==> src/rtl/cpu_ctrl_pkg.sv <==
// Shared control definitions: opcodes, ALU function codes, FSM states and IR layout.
package cpu_ctrl_pkg;

  // Instruction opcodes (IR[31:27])
  localparam logic [4:0] OP_ADD  = 5'b00011;
  localparam logic [4:0] OP_SUB  = 5'b00100;
  localparam logic [4:0] OP_AND  = 5'b00101;
  localparam logic [4:0] OP_OR   = 5'b00110;
  localparam logic [4:0] OP_ROR  = 5'b00111;
  localparam logic [4:0] OP_ROL  = 5'b01000;
  localparam logic [4:0] OP_SHR  = 5'b01001;
  localparam logic [4:0] OP_SHRA = 5'b01010;
  localparam logic [4:0] OP_SHL  = 5'b01011;
  localparam logic [4:0] OP_MUL  = 5'b01111;
  localparam logic [4:0] OP_DIV  = 5'b10000;
  localparam logic [4:0] OP_NEG  = 5'b10001;
  localparam logic [4:0] OP_NOT  = 5'b10010;

  // ALU function select codes, shared with the ALU
  localparam logic [3:0] ALU_ADD  = 4'd0;
  localparam logic [3:0] ALU_SUB  = 4'd1;
  localparam logic [3:0] ALU_AND  = 4'd2;
  localparam logic [3:0] ALU_OR   = 4'd3;
  localparam logic [3:0] ALU_SHR  = 4'd4;
  localparam logic [3:0] ALU_SHRA = 4'd5;
  localparam logic [3:0] ALU_SHL  = 4'd6;
  localparam logic [3:0] ALU_ROR  = 4'd8;
  localparam logic [3:0] ALU_ROL  = 4'd9;
  localparam logic [3:0] ALU_MUL  = 4'd10;
  localparam logic [3:0] ALU_DIV  = 4'd11;
  localparam logic [3:0] ALU_NEG  = 4'd12;
  localparam logic [3:0] ALU_NOT  = 4'd13;

  // IR field bit positions
  localparam int OPC_MSB = 31;
  localparam int OPC_LSB = 27;
  localparam int RA_MSB  = 26;
  localparam int RA_LSB  = 23;
  localparam int RB_MSB  = 22;
  localparam int RB_LSB  = 19;
  localparam int RC_MSB  = 18;
  localparam int RC_LSB  = 15;

  typedef enum logic [3:0] {
    S_IDLE = 4'd0,
    S_T0   = 4'd1,
    S_T1   = 4'd2,
    S_T2   = 4'd3,
    S_T3   = 4'd4,
    S_T4   = 4'd5,
    S_T5   = 4'd6,
    S_T6   = 4'd7,
    S_DONE = 4'd8
  } state_t;

  // Instruction classes; HILO is a binary op whose result spans HI and LO
  typedef enum logic [1:0] {
    CLS_BINARY  = 2'd0,
    CLS_UNARY   = 2'd1,
    CLS_HILO    = 2'd2,
    CLS_ILLEGAL = 2'd3
  } instr_class_t;

  // Converts a 4-bit register number to a 16-bit one-hot enable
  function automatic logic [15:0] reg_onehot(input logic [3:0] idx);
    reg_onehot = 16'h0001 << idx;
  endfunction

endpackage

==> src/rtl/instr_decode.sv <==
// Combinational instruction decoder: opcode -> ALU function and class, register fields -> one-hots.
module instr_decode
  import cpu_ctrl_pkg::*;
(
  input  logic [31:0]  ir,
  output instr_class_t instr_class,
  output logic [3:0]   alu_op,
  output logic [15:0]  ra_onehot,
  output logic [15:0]  rb_onehot,
  output logic [15:0]  rc_onehot
);

  logic [4:0] opcode_s;
  logic       unused_ir_bits_s;

  assign opcode_s         = ir[OPC_MSB:OPC_LSB];
  assign unused_ir_bits_s = ^ir[RC_LSB-1:0];

  assign ra_onehot = reg_onehot(ir[RA_MSB:RA_LSB]);
  assign rb_onehot = reg_onehot(ir[RB_MSB:RB_LSB]);
  assign rc_onehot = reg_onehot(ir[RC_MSB:RC_LSB]);

  // Opcode to ALU function and instruction class
  always_comb begin
    alu_op      = ALU_ADD;
    instr_class = CLS_ILLEGAL;
    case (opcode_s)
      OP_ADD:  begin alu_op = ALU_ADD;  instr_class = CLS_BINARY; end
      OP_SUB:  begin alu_op = ALU_SUB;  instr_class = CLS_BINARY; end
      OP_AND:  begin alu_op = ALU_AND;  instr_class = CLS_BINARY; end
      OP_OR:   begin alu_op = ALU_OR;   instr_class = CLS_BINARY; end
      OP_ROR:  begin alu_op = ALU_ROR;  instr_class = CLS_BINARY; end
      OP_ROL:  begin alu_op = ALU_ROL;  instr_class = CLS_BINARY; end
      OP_SHR:  begin alu_op = ALU_SHR;  instr_class = CLS_BINARY; end
      OP_SHRA: begin alu_op = ALU_SHRA; instr_class = CLS_BINARY; end
      OP_SHL:  begin alu_op = ALU_SHL;  instr_class = CLS_BINARY; end
      OP_MUL:  begin alu_op = ALU_MUL;  instr_class = CLS_HILO;   end
      OP_DIV:  begin alu_op = ALU_DIV;  instr_class = CLS_HILO;   end
      OP_NEG:  begin alu_op = ALU_NEG;  instr_class = CLS_UNARY;  end
      OP_NOT:  begin alu_op = ALU_NOT;  instr_class = CLS_UNARY;  end
      default: begin alu_op = ALU_ADD;  instr_class = CLS_ILLEGAL; end
    endcase
  end

endmodule

==> src/rtl/alu_control_sequencer.sv <==
// Hardwired control unit: fetch handshake plus execution of register-format ALU instructions.
module alu_control_sequencer
  import cpu_ctrl_pkg::*;
#(
  parameter int FETCH_TIMEOUT = 15
)
(
  input  logic        clock,
  input  logic        clear,
  input  logic        start,
  input  logic [31:0] ir,
  input  logic        mem_ready,
  output logic        busy,
  output logic        done,
  output logic        err,
  output logic [15:0] Rin,
  output logic [15:0] Rout,
  output logic        PCin,
  output logic        PCout,
  output logic        MARin,
  output logic        MDRin,
  output logic        MDRout,
  output logic        IRin,
  output logic        Yin,
  output logic        Zlowin,
  output logic        Zhighin,
  output logic        Zlowout,
  output logic        Zhighout,
  output logic        LOin,
  output logic        HIin,
  output logic        IncPC,
  output logic        Read,
  output logic [3:0]  ALUop
);

  localparam int CNT_W = (FETCH_TIMEOUT > 1) ? $clog2(FETCH_TIMEOUT) : 1;
  localparam logic [CNT_W-1:0] CNT_LAST = CNT_W'(FETCH_TIMEOUT - 1);

  state_t           state_r, next_state_s;
  logic [CNT_W-1:0] wait_cnt_r, wait_cnt_next_s;
  logic             err_r, err_next_s;

  instr_class_t     instr_class_s;
  logic [3:0]       alu_op_s;
  logic [15:0]      ra_onehot_s, rb_onehot_s, rc_onehot_s;

  instr_decode u_decode (
    .ir          (ir),
    .instr_class (instr_class_s),
    .alu_op      (alu_op_s),
    .ra_onehot   (ra_onehot_s),
    .rb_onehot   (rb_onehot_s),
    .rc_onehot   (rc_onehot_s)
  );

  assign busy = (state_r != S_IDLE);
  assign done = (state_r == S_DONE);
  assign err  = (state_r == S_DONE) && err_r;

  // State, fetch wait counter and error flag registers
  always_ff @(posedge clock) begin
    if (clear) begin
      state_r    <= S_IDLE;
      wait_cnt_r <= '0;
      err_r      <= 1'b0;
    end else begin
      state_r    <= next_state_s;
      wait_cnt_r <= wait_cnt_next_s;
      err_r      <= err_next_s;
    end
  end

  // Next-state logic and Moore decode of all datapath strobes
  always_comb begin
    next_state_s    = state_r;
    wait_cnt_next_s = wait_cnt_r;
    err_next_s      = err_r;
    Rin      = 16'h0000;
    Rout     = 16'h0000;
    PCin     = 1'b0;
    PCout    = 1'b0;
    MARin    = 1'b0;
    MDRin    = 1'b0;
    MDRout   = 1'b0;
    IRin     = 1'b0;
    Yin      = 1'b0;
    Zlowin   = 1'b0;
    Zhighin  = 1'b0;
    Zlowout  = 1'b0;
    Zhighout = 1'b0;
    LOin     = 1'b0;
    HIin     = 1'b0;
    IncPC    = 1'b0;
    Read     = 1'b0;
    ALUop    = 4'd0;
    case (state_r)
      S_IDLE: begin
        if (start) begin
          next_state_s = S_T0;
        end else begin
          next_state_s = S_IDLE;
        end
      end
      S_T0: begin
        PCout  = 1'b1;
        MARin  = 1'b1;
        IncPC  = 1'b1;
        Zlowin = 1'b1;
        wait_cnt_next_s = '0;
        err_next_s      = 1'b0;
        next_state_s    = S_T1;
      end
      S_T1: begin
        Zlowout = 1'b1;
        PCin    = 1'b1;
        Read    = 1'b1;
        MDRin   = 1'b1;
        // A ready in the last allowed cycle still wins over the timeout
        if (mem_ready) begin
          next_state_s = S_T2;
        end else if (wait_cnt_r == CNT_LAST) begin
          next_state_s = S_DONE;
          err_next_s   = 1'b1;
        end else begin
          wait_cnt_next_s = wait_cnt_r + {{(CNT_W-1){1'b0}}, 1'b1};
        end
      end
      S_T2: begin
        MDRout       = 1'b1;
        IRin         = 1'b1;
        next_state_s = S_T3;
      end
      S_T3: begin
        case (instr_class_s)
          CLS_BINARY, CLS_HILO: begin
            Rout         = rb_onehot_s;
            Yin          = 1'b1;
            next_state_s = S_T4;
          end
          CLS_UNARY: begin
            Rout         = rb_onehot_s;
            ALUop        = alu_op_s;
            Zlowin       = 1'b1;
            next_state_s = S_T5;
          end
          default: begin
            next_state_s = S_DONE;
            err_next_s   = 1'b1;
          end
        endcase
      end
      S_T4: begin
        Rout         = rc_onehot_s;
        ALUop        = alu_op_s;
        Zlowin       = 1'b1;
        Zhighin      = (instr_class_s == CLS_HILO);
        next_state_s = S_T5;
      end
      S_T5: begin
        Zlowout = 1'b1;
        if (instr_class_s == CLS_HILO) begin
          LOin         = 1'b1;
          next_state_s = S_T6;
        end else begin
          Rin          = ra_onehot_s;
          next_state_s = S_DONE;
        end
      end
      S_T6: begin
        Zhighout     = 1'b1;
        HIin         = 1'b1;
        next_state_s = S_DONE;
      end
      S_DONE: begin
        next_state_s = S_IDLE;
      end
      default: begin
        next_state_s = S_IDLE;
      end
    endcase
  end

endmodule

==> config.mk <==
export PLATFORM = sky130hd
export DESIGN_NAME = alu_control_sequencer
export DESIGN_NICKNAME = d
export VERILOG_FILES = /design/src/rtl/cpu_ctrl_pkg.sv /design/src/rtl/instr_decode.sv /design/src/rtl/alu_control_sequencer.sv
export SDC_FILE = /design/constraint.sdc
export NUM_CORES = 1
export LEC_CHECK = 0
export BUFFER_PORTS_ARGS = -buffer_cell sky130_fd_sc_hd__buf_2
export CAP_MARGIN = 20
export CORE_MARGIN = 2
export CORE_UTILIZATION = 41
export DETAILED_ROUTE_END_ITERATION = 12
export PLACE_DENSITY = 0.81
export RECOVER_POWER = 50
export SKIP_LAST_GASP = 1
export SYNTH_ARGS = -nofsm -noshare
export SYNTH_HDL_FRONTEND = slang
export SYNTH_SLANG_ARGS = --single-unit
==> constraint.sdc <==
create_clock -name clock -period 2.8 [get_ports clock]
set_input_delay 0.56 -clock clock [delete_from_list [all_inputs] [get_ports clock]]
set_output_delay 0.56 -clock clock [all_outputs]
set_load 0.03 [all_outputs]
==> flow_metrics.tcl, run 1 <==
set metrics [dict create \
    grt_pass1_vias 1407 \
    utilization 0.6500 \
    start_util 0.4185 \
    hold_depth 2 \
    vias 1658 \
    hpwl_mm 2.971 \
    final.setup.tns_ps 0 \
    syn-num-nets 226 \
    cp-end-kind "output port" \
    critPathSlowestCell "or3_4" \
    final_cell_mix "buf_2 (59), nor2_1 (32), buf_4 (21), nand2b_1 (11), o22ai_1 (10)" \
    topRoutingLayerUsed "met4" \
    syn_area_um2 1246 \
    cts_buffers 3 \
    reg2reg_to "wait_cnt_r[2]$_SDFFE_PP0P_" \
    rr_startpoint "state_r[2]$_SDFFE_PP0P_" \
    layout_commonest_cell "buf_2" \
    p_per_area_nw_per_um2 246.8 \
    cpPeakStageDelay_ps 380 \
    internal_power_uw 283.7 \
    cp.depth 9 \
    crit_path_start "ir[28]" \
    power.switching_uw 194.0 \
    yosysWarnings 0 \
    crit_top_cell "or3_4" \
    clockBufferDepth 2 \
    worst_pin_slew_ps 563.7 \
    worstHoldPathType "reg2reg" \
    crit_fanout 4 \
    cp_cell_sequence "buf_8 > inv_4 > ha_4 > nor2_2 > a32o_2 > or3_4 > or3_4 > o22ai_4 > buf_6" \
    cts_sinks 9 \
    cts_tree "done" \
    placedCellCount 296 \
    power_frac_comb 0.505 \
    io_pins 90 \
    postRouteAntennaNets 0 \
    hold-worst-slack_ps 479.0 \
    antenna_found_initial 0 \
    grt_usage 0.2161 \
    dpl_cell_area_um2 1729 \
    hold_violations 0 \
    drcViolationCount 0 \
    die_area_um2 3496 \
    yosysSeqAreaShare 0.1446 \
    critPathTopFamily "simple AND/OR/NAND/NOR gates" \
    r2r.worst_path.cells 6 \
    avgSynthCellArea_um2 6.736 \
    synth_cells 185 \
    synthArstFlopShare 0 \
    worstPathBufferInverterCount 3 \
    die_w_um 59.13 \
    final_nets 309 \
    worstPathArrival_ps 2230 \
    root_buffer "clkbuf_4" \
    insertion_delay_ps 250 \
    outcome "finished, final reports clean" \
    routed_wirelength_mm 3.928 \
    setup_viol 0 \
    cp.required_ps 2240 \
    skew_ps 3.361 \
    rsz0062_at_grt "true" \
    netSwitchingFraction 0.4061 \
    clk_pin_slew_ps 60 \
    period_share 0.9980 \
    relSlewSlack 0.6233 \
    cts_hold_buffers 0 \
    final_area_um2 1936 \
    wl_met1_mm 1.558 \
    numPortBuffers 74 \
    htreeDepth 1 \
    wl_met2_mm 2.136 \
    hold_start "err_r$_SDFFE_PP0P_" \
    syn_to_final_growth_pct 55.32 \
    dr.pass1.iters 4 \
    routedWlPerCell_um 13.09 \
    fp-row-count 20 \
    seq_power_share 0.295 \
    met3_length_um 205 \
    fmax_mhz 357.9 \
    grt_pass1_wl_mm 5.982 \
    vias_per_cell 5.527 \
    criticalPathCategory "in2out" \
    fin_crit_ps 2794 \
    antenna_cells 0 \
    grt-ovfl-total 0 \
    synth_flop_cell "dfxtp_1" \
    grt_max_degree 15 \
    synth-edff-count 0 \
    fin_cells 300 \
    dr.first_iter.drc_count 106 \
    ff2ff_setup_slack_ps 940 \
    die_h_um 59.13 \
    drive_gt1_frac 0.4757 \
    core_area_um2 2978 \
    ys_types 42 \
    cap_violations 0 \
    place_congestion 0.8820 \
    start_kind "primary input" \
    drv_slew 0 \
    clock_power_share 0.199 \
    cellLeakagePower_uw 0.0008860 \
    endpoint "Rout[0]" \
    ys_ff_latch 9 \
    ir_drop_mv 0.2755 \
]
-- cells by family (layout without fill, tap and decap cells) --
logic type                 after synthesis  count (layout)  share of synthesized area
AOI/OAI and AO/OA                       42              42                     0.2249
xor gates and xnor gates                 4               4                    0.02812
adders and majority gates                5               5                    0.05020
buffers and inverters                   22             104                    0.09136
DFF                                      9               9                     0.1446
and+or+nand+nor                        103             103                     0.4608
-- sequential cells by signal, summed over array words and instances, names as in the netlist --
name / cells
err_r: 1
state_r: 4
wait_cnt_r: 4
-- routing by layer --
layer	vias to the layer above	global-route usage
met3	4	0.01747
met5	-	0
met2	67	0.4349
li1	836	-
met1	751	0.2364
met4	0	0.05844
-- synth_stat cells, types with 2 or more instances --
master,number,share of area
nor3b_1,2,0.012
dfxtp_1,9,0.14
nand3b_1,6,0.036
nor2_1,33,0.099
or4_1,2,0.012
a31oi_1,4,0.020
a211oi_1,4,0.024
a21oi_1,4,0.016
buf_4,6,0.036
clkbuf_1,5,0.015
ha_1,5,0.050
o22ai_1,16,0.080
nand2_1,9,0.027
and2_1,2,0.010
nand2b_1,11,0.055
nor2b_1,3,0.015
nor4b_2,2,0.024
or3_1,4,0.020
xor2_1,2,0.014
o21ai_0,5,0.020
nand3_1,6,0.024
o32ai_1,2,0.014
or3b_2,2,0.014
or3_4,2,0.018
xnor2_1,2,0.014
or2_2,3,0.015
inv_1,8,0.024
nor3_1,12,0.048
-- worst min path at each step --
stage | slack [ps] | end
after floorplan | 430 | err_r$_SDFFE_PP0P_
after CTS | 490 | err_r$_SDFFE_PP0P_
final | 480 | err_r$_SDFFE_PP0P_
after global routing | 520 | err_r$_SDFFE_PP0P_
after detailed placement | 470 | err_r$_SDFFE_PP0P_
after global placement | 470 | err_r$_SDFFE_PP0P_
-- per-stage QoR --
stage	worst slack, ps	power [uW]
floorplan	-122.9	298.6
global placement	-81.09	361.3
detailed placement	-82.45	364.5
CTS	3.143	467.7
global route	-39.11	514.9
finish	5.535	477.6
-- cell type report --
type	instances	area, um2
clock buffer	4	26.28
tap	33	41.29
multi-input combinational	154	1072
sequential	9	180.2
timing repair buffer	92	580.6
inverter	8	35.03
fill	277	1042
-- power groups by stage --
stage | clock network, uW | registers (uW) | logic (uW)
3_5_place_dp | 0 | 144 | 220
3_3_place_gp | 0 | 144 | 217
2_1_floorplan | 0 | 143 | 155
4_1_cts | 100 | 141 | 227
5_1_grt | 111 | 143 | 261
6_report | 95.2 | 141 | 241
-- tightest hold or removal path, stage by stage, from the launching register on --
cell     delay [ps]
dfxtp_1         330
a31oi_1          40
nor2_1           70
-- repair_timing --
item                       4_1_cts  5_1_grt
buffers inserted                 0        0
setup endpoints to repair        6       25
resized for setup               15       37
pin swaps                        0        5
Note: power is estimated with default switching activity, not from simulation.
==> run 2, diff against run 1 <==
--- a/config.mk
+++ b/config.mk
@@ -8,3 +8,3 @@
 export BUFFER_PORTS_ARGS = -buffer_cell sky130_fd_sc_hd__buf_2
-export CAP_MARGIN = 20
+export CAP_MARGIN = 15
 export CORE_MARGIN = 2
==> constraint.sdc (replaced) <==
create_clock -name clock -period 2.8 [get_ports clock]
set_input_delay 0.14 -clock clock [delete_from_list [all_inputs] [get_ports clock]]
set_output_delay 0.14 -clock clock [all_outputs]
set_load 0.03 [all_outputs]
==> run 2 against run 1 <==
Cell count is 5.7% lower. Register-to-register slack worse by 360 ps. Core utilization is 12 points lower. Via count decreased by 7.8%. Non-clock buffer count fell by 17. Setup slack better by 240 ps. Sequential cell count unchanged. Final area fell by 19%. Clock skew is 0.51 ps lower. Critical path type is now reg2out.
==> flow_metrics.tcl, run 2 (synthesis results as in run 1) <==
set metrics [dict create \
    cts_hold_buffers 0 \
    routed_wirelength_mm 3.360 \
    dpl_cell_area_um2 1582 \
    placedCellCount 279 \
    criticalPathCategory "reg2out" \
    final.setup.tns_ps 0 \
    cts_buffers 3 \
    p_per_area_nw_per_um2 280.0 \
    vias_per_cell 5.399 \
    grt-ovfl-total 0 \
    outcome "finished, final reports clean" \
    grt_usage 0.1750 \
    final_nets 292 \
    relSlewSlack 0.2736 \
    htreeDepth 1 \
    start_util 0.4185 \
    dr.first_iter.drc_count 120 \
    final_area_um2 1569 \
    ff2ff_setup_slack_ps 580 \
    cts_setup_buffers 0 \
    fin_crit_ps 2557 \
    skew_ps 2.855 \
    period_share 0.9133 \
    cts_tree "done" \
    post_cts_resized 0 \
    grt_pass1_wl_mm 4.864 \
    worstHoldPathType "in2reg" \
    fmax_mhz 391.1 \
    clk_pin_slew_ps 60 \
    numPortBuffers 74 \
    syn_to_final_growth_pct 25.90 \
    insertion_delay_ps 260 \
    clockBufferDepth 2 \
    die_area_um2 3496 \
    fp-row-count 20 \
    ir_drop_mv 0.3066 \
    grt_max_degree 15 \
    place_congestion 0.8844 \
    antenna_found_initial 0 \
    cellLeakagePower_uw 0.0006804 \
    vias 1528 \
    layout_commonest_cell "buf_2" \
    reg_top3 "state_r x4, wait_cnt_r x4, err_r x1" \
    cp.required_ps 2660 \
    drv_slew 0 \
    start_kind "register" \
    setup_viol 0 \
    core_area_um2 2978 \
    grt_pass1_vias 1159 \
    antenna_cells 0 \
    hold_violations 0 \
    dr.pass1.iters 4 \
    crit_fanout 8 \
    postRouteAntennaNets 0 \
    routedWlPerCell_um 11.87 \
    root_buffer "clkbuf_4" \
    rsz0062_at_grt "false" \
    cp-end-kind "output port" \
    io_pins 90 \
    die_h_um 59.13 \
    hpwl_mm 2.644 \
    cts_sinks 9 \
    worst_pin_slew_ps 1074 \
    drcViolationCount 0 \
    final_cell_mix "buf_2 (53), nor2_1 (33), clkbuf_1 (22), o22ai_1 (16), nor3_1 (12)" \
    worstPathArrival_ps 2420 \
    cap_violations 0 \
    drive_gt1_frac 0.2600 \
    die_w_um 59.13 \
    fin_cells 283 \
]
run 2: cell types whose count changed in the layout (fill, tap and decap cells not counted), moves of 5 or more:
| cell | change |
|---|---|
| o22ai_2 | -5 |
| buf_4 | -20 |
| clkbuf_1 | +21 |
| buf_2 | -6 |
| nor3_1 | +5 |
| buf_6 | -6 |
| o22ai_1 | +6 |
run 2: through the flow:
stage / setup slack (ps) / hold slack, ps / utilization / power [uW]
global placement: 525.6 / 378.2 / 0.5311 / 340.7
finish: 242.9 / 111.1 / 0.5269 / 439.3
CTS: 225.0 / 102.5 / 0.5399 / 448.4
global route: 163.4 / 111.2 / 0.5269 / 473.5
detailed placement: 515.9 / 389.0 / 0.5311 / 344.1
floorplan: 522.5 / 211.8 / - / 298.5
run 2: routing by layer:
layer  global-route usage  vias to the layer above  wire (um)
met2               0.2937                       67       1487
li1                     -                      802          -
met5                    0                        -          0
met1               0.2297                      657       1613
met4              0.03896                        0          8
met3              0.03712                        2        251
run 2: critical path, cell delays in order, from the launching register on:
cell and delay [ps]:
dfxtp_1 520, nand2b_4 120, or3_4 350, or3_1 420
or3_4 380, o22ai_1 140, buf_2 220
run 2: where the power goes:
part | switching (uW) | internal (uW) | total, uW
registers | 15.3 | 136 | 152
logic | 123 | 63.0 | 186
clock network | 47.0 | 55.0 | 102
total | 185 | 254 | 439
run 2: path summary, 6_finish.rpt:
path                                 to  depth (start not counted)                    start
min          wait_cnt_r[1]$_SDFFE_PP0P_                          2                    clear
max reg2reg  wait_cnt_r[3]$_SDFFE_PP0P_                          5  state_r[0]$_SDFFE_PP0P_
max                             Rout[0]                          6  state_r[2]$_SDFFE_PP0P_
min reg2reg          err_r$_SDFFE_PP0P_                          2       err_r$_SDFFE_PP0P_
run 2: cell type report:
| cell class | instances | area [um2] |
|---|---|---|
| multi-input combinational | 154 | 939.7 |
| inverter | 8 | 30.03 |
| tap | 33 | 41.29 |
| sequential | 9 | 180.2 |
| clock buffer | 4 | 26.28 |
| fill | 312 | 1409 |
| timing repair buffer | 75 | 351.6 |
==> run 3, diff against run 2 <==
MAX_ROUTING_LAYER = met4   (was default)
==> run 3 against run 2 <==
Setup slack better by 9.4 ps. Clock skew is 1.3 ps higher. Critical endpoint unchanged. Global-route usage is 0.51 points higher.
==> flow_metrics.tcl, run 3 (synthesis results as in run 1) <==
set metrics [dict create \
    skew_ps 4.150 \
    crit_fanout 8 \
    dpl_cell_area_um2 1582 \
    hold_violations 0 \
    cts_sinks 9 \
    numPortBuffers 74 \
    antenna_found_initial 0 \
    grt_max_degree 15 \
    cts_buffers 3 \
    routed_wirelength_mm 3.331 \
    ff2ff_setup_slack_ps 610 \
    fillers 312 \
    routedWlPerCell_um 11.77 \
    io_pins 90 \
    core_area_um2 2978 \
    utilization 0.5269 \
    outcome "finished, final reports clean" \
    cp_cell_sequence "nand2b_4 > or3_4 > or3_1 > or3_4 > o22ai_1 > buf_2" \
    worstPathArrival_ps 2410 \
    drv_slew 0 \
    cts_tree "done" \
    fmax_mhz 392.5 \
    syn_to_final_growth_pct 25.90 \
    cpPeakStageDelay_ps 510 \
    die_h_um 59.13 \
    relSlewSlack 0.3069 \
    fin_crit_ps 2548 \
    final_nets 292 \
    grt_usage 0.1801 \
    crit_top_cell "or3_4" \
    rsz0062_at_grt "false" \
    place_congestion 0.8991 \
    setup_viol 0 \
    grt-ovfl-total 0 \
    criticalPathCategory "reg2out" \
    fp-row-count 20 \
    antenna_cells 0 \
    clockBufferDepth 2 \
    rr_startpoint "state_r[1]$_SDFFE_PP0P_" \
    reg2reg_to "wait_cnt_r[3]$_SDFFE_PP0P_" \
    drcViolationCount 0 \
    cp-end-kind "output port" \
    insertion_delay_ps 270 \
    cts_setup_buffers 0 \
    final.setup.tns_ps 0 \
    grt_pass1_vias 1160 \
    r2r.worst_path.cells 5 \
    p_per_area_nw_per_um2 280.1 \
    dr.pass1.iters 4 \
    final_area_um2 1569 \
    worst_pin_slew_ps 1025 \
    die_w_um 59.13 \
    post_cts_resized 0 \
    htreeDepth 1 \
    cts_hold_buffers 0 \
    start_util 0.4185 \
    cellLeakagePower_uw 0.0006804 \
    grt_pass1_wl_mm 4.871 \
    hold_start "clear" \
    ir_drop_mv 0.3092 \
    root_buffer "clkbuf_4" \
    cap_violations 0 \
    placedCellCount 279 \
    min_to "wait_cnt_r[1]$_SDFFE_PP0P_" \
    hold_depth 2 \
    worstHoldPathType "in2reg" \
    drive_gt1_frac 0.2600 \
    vias 1544 \
    die_area_um2 3496 \
    critPathSlowestCell "dfxtp_1" \
    dr.first_iter.drc_count 90 \
    final_cell_mix "buf_2 (53), nor2_1 (33), clkbuf_1 (22), o22ai_1 (16), nor3_1 (12)" \
    clk_pin_slew_ps 60 \
    start_kind "register" \
    cp.required_ps 2660 \
    reg_top3 "state_r x4, wait_cnt_r x4, err_r x1" \
    vias_per_cell 5.456 \
    period_share 0.9099 \
    layout_commonest_cell "buf_2" \
    fin_cells 283 \
    hpwl_mm 2.644 \
    postRouteAntennaNets 0 \
    hold-worst-slack_ps 110.4 \
]
[run 3: cell counts in the layout (fill, tap and decap cells not counted)]
Identical to the previous run, type by type.
[run 3: per-stage QoR]
| step | total power (uW) | worst slack [ps] |
|---|---|---|
| 6_report | 439.5 | 252.3 |
| 5_1_grt | 473.5 | 163.5 |
| 4_1_cts | 448.4 | 225.0 |
| 3_5_place_dp | 344.1 | 515.9 |
| 3_3_place_gp | 340.7 | 525.6 |
| 2_1_floorplan | 298.5 | 522.5 |
[run 3: report_power, final]
part	total, uW	internal (uW)	switching [uW]	leakage (uW)
logic	185	63.0	123	0.000592
clock network	103	55.1	47.5	0.0000150
registers	151	136	15.0	0.0000731
[run 3: how the worst max path moves through the flow]
stage / startpoint / end / slack, ps
2_1_floorplan: state_r[3]$_SDFFE_PP0P_ / Rout[0] / 520
3_3_place_gp: state_r[2]$_SDFFE_PP0P_ / Rout[8] / 530
4_1_cts: state_r[2]$_SDFFE_PP0P_ / Rout[0] / 220
6_report: state_r[2]$_SDFFE_PP0P_ / Rout[0] / 250
5_1_grt: state_r[2]$_SDFFE_PP0P_ / Rout[0] / 160
3_5_place_dp: state_r[2]$_SDFFE_PP0P_ / Rout[0] / 520
[run 3: layout make-up]
type | instances | area, um2 | share of cell area
repair buffers | 75 | 351.6 | 0.2241
well taps | 33 | 41.29 | 0.02632
clock buffers | 4 | 26.28 | 0.01675
flip-flops and latches | 9 | 180.2 | 0.1148
inverters | 8 | 30.03 | 0.01914
multi-input cells | 154 | 939.7 | 0.5989
[run 3: routing by layer]
metal,GRT usage,up-vias,wire length [um]
met4,0.03896,0,19
met5,-,-,0
met3,0.03712,4,259
met1,0.2297,665,1598
li1,-,802,-
met2,0.2937,73,1454
[run 3: critical path, delay by kind of cell (launching register included)]
kind | cells | cell delay [ps]
simple gates | 4 | 1270
flops | 1 | 510
buf+inv | 1 | 220
compound gates | 1 | 140
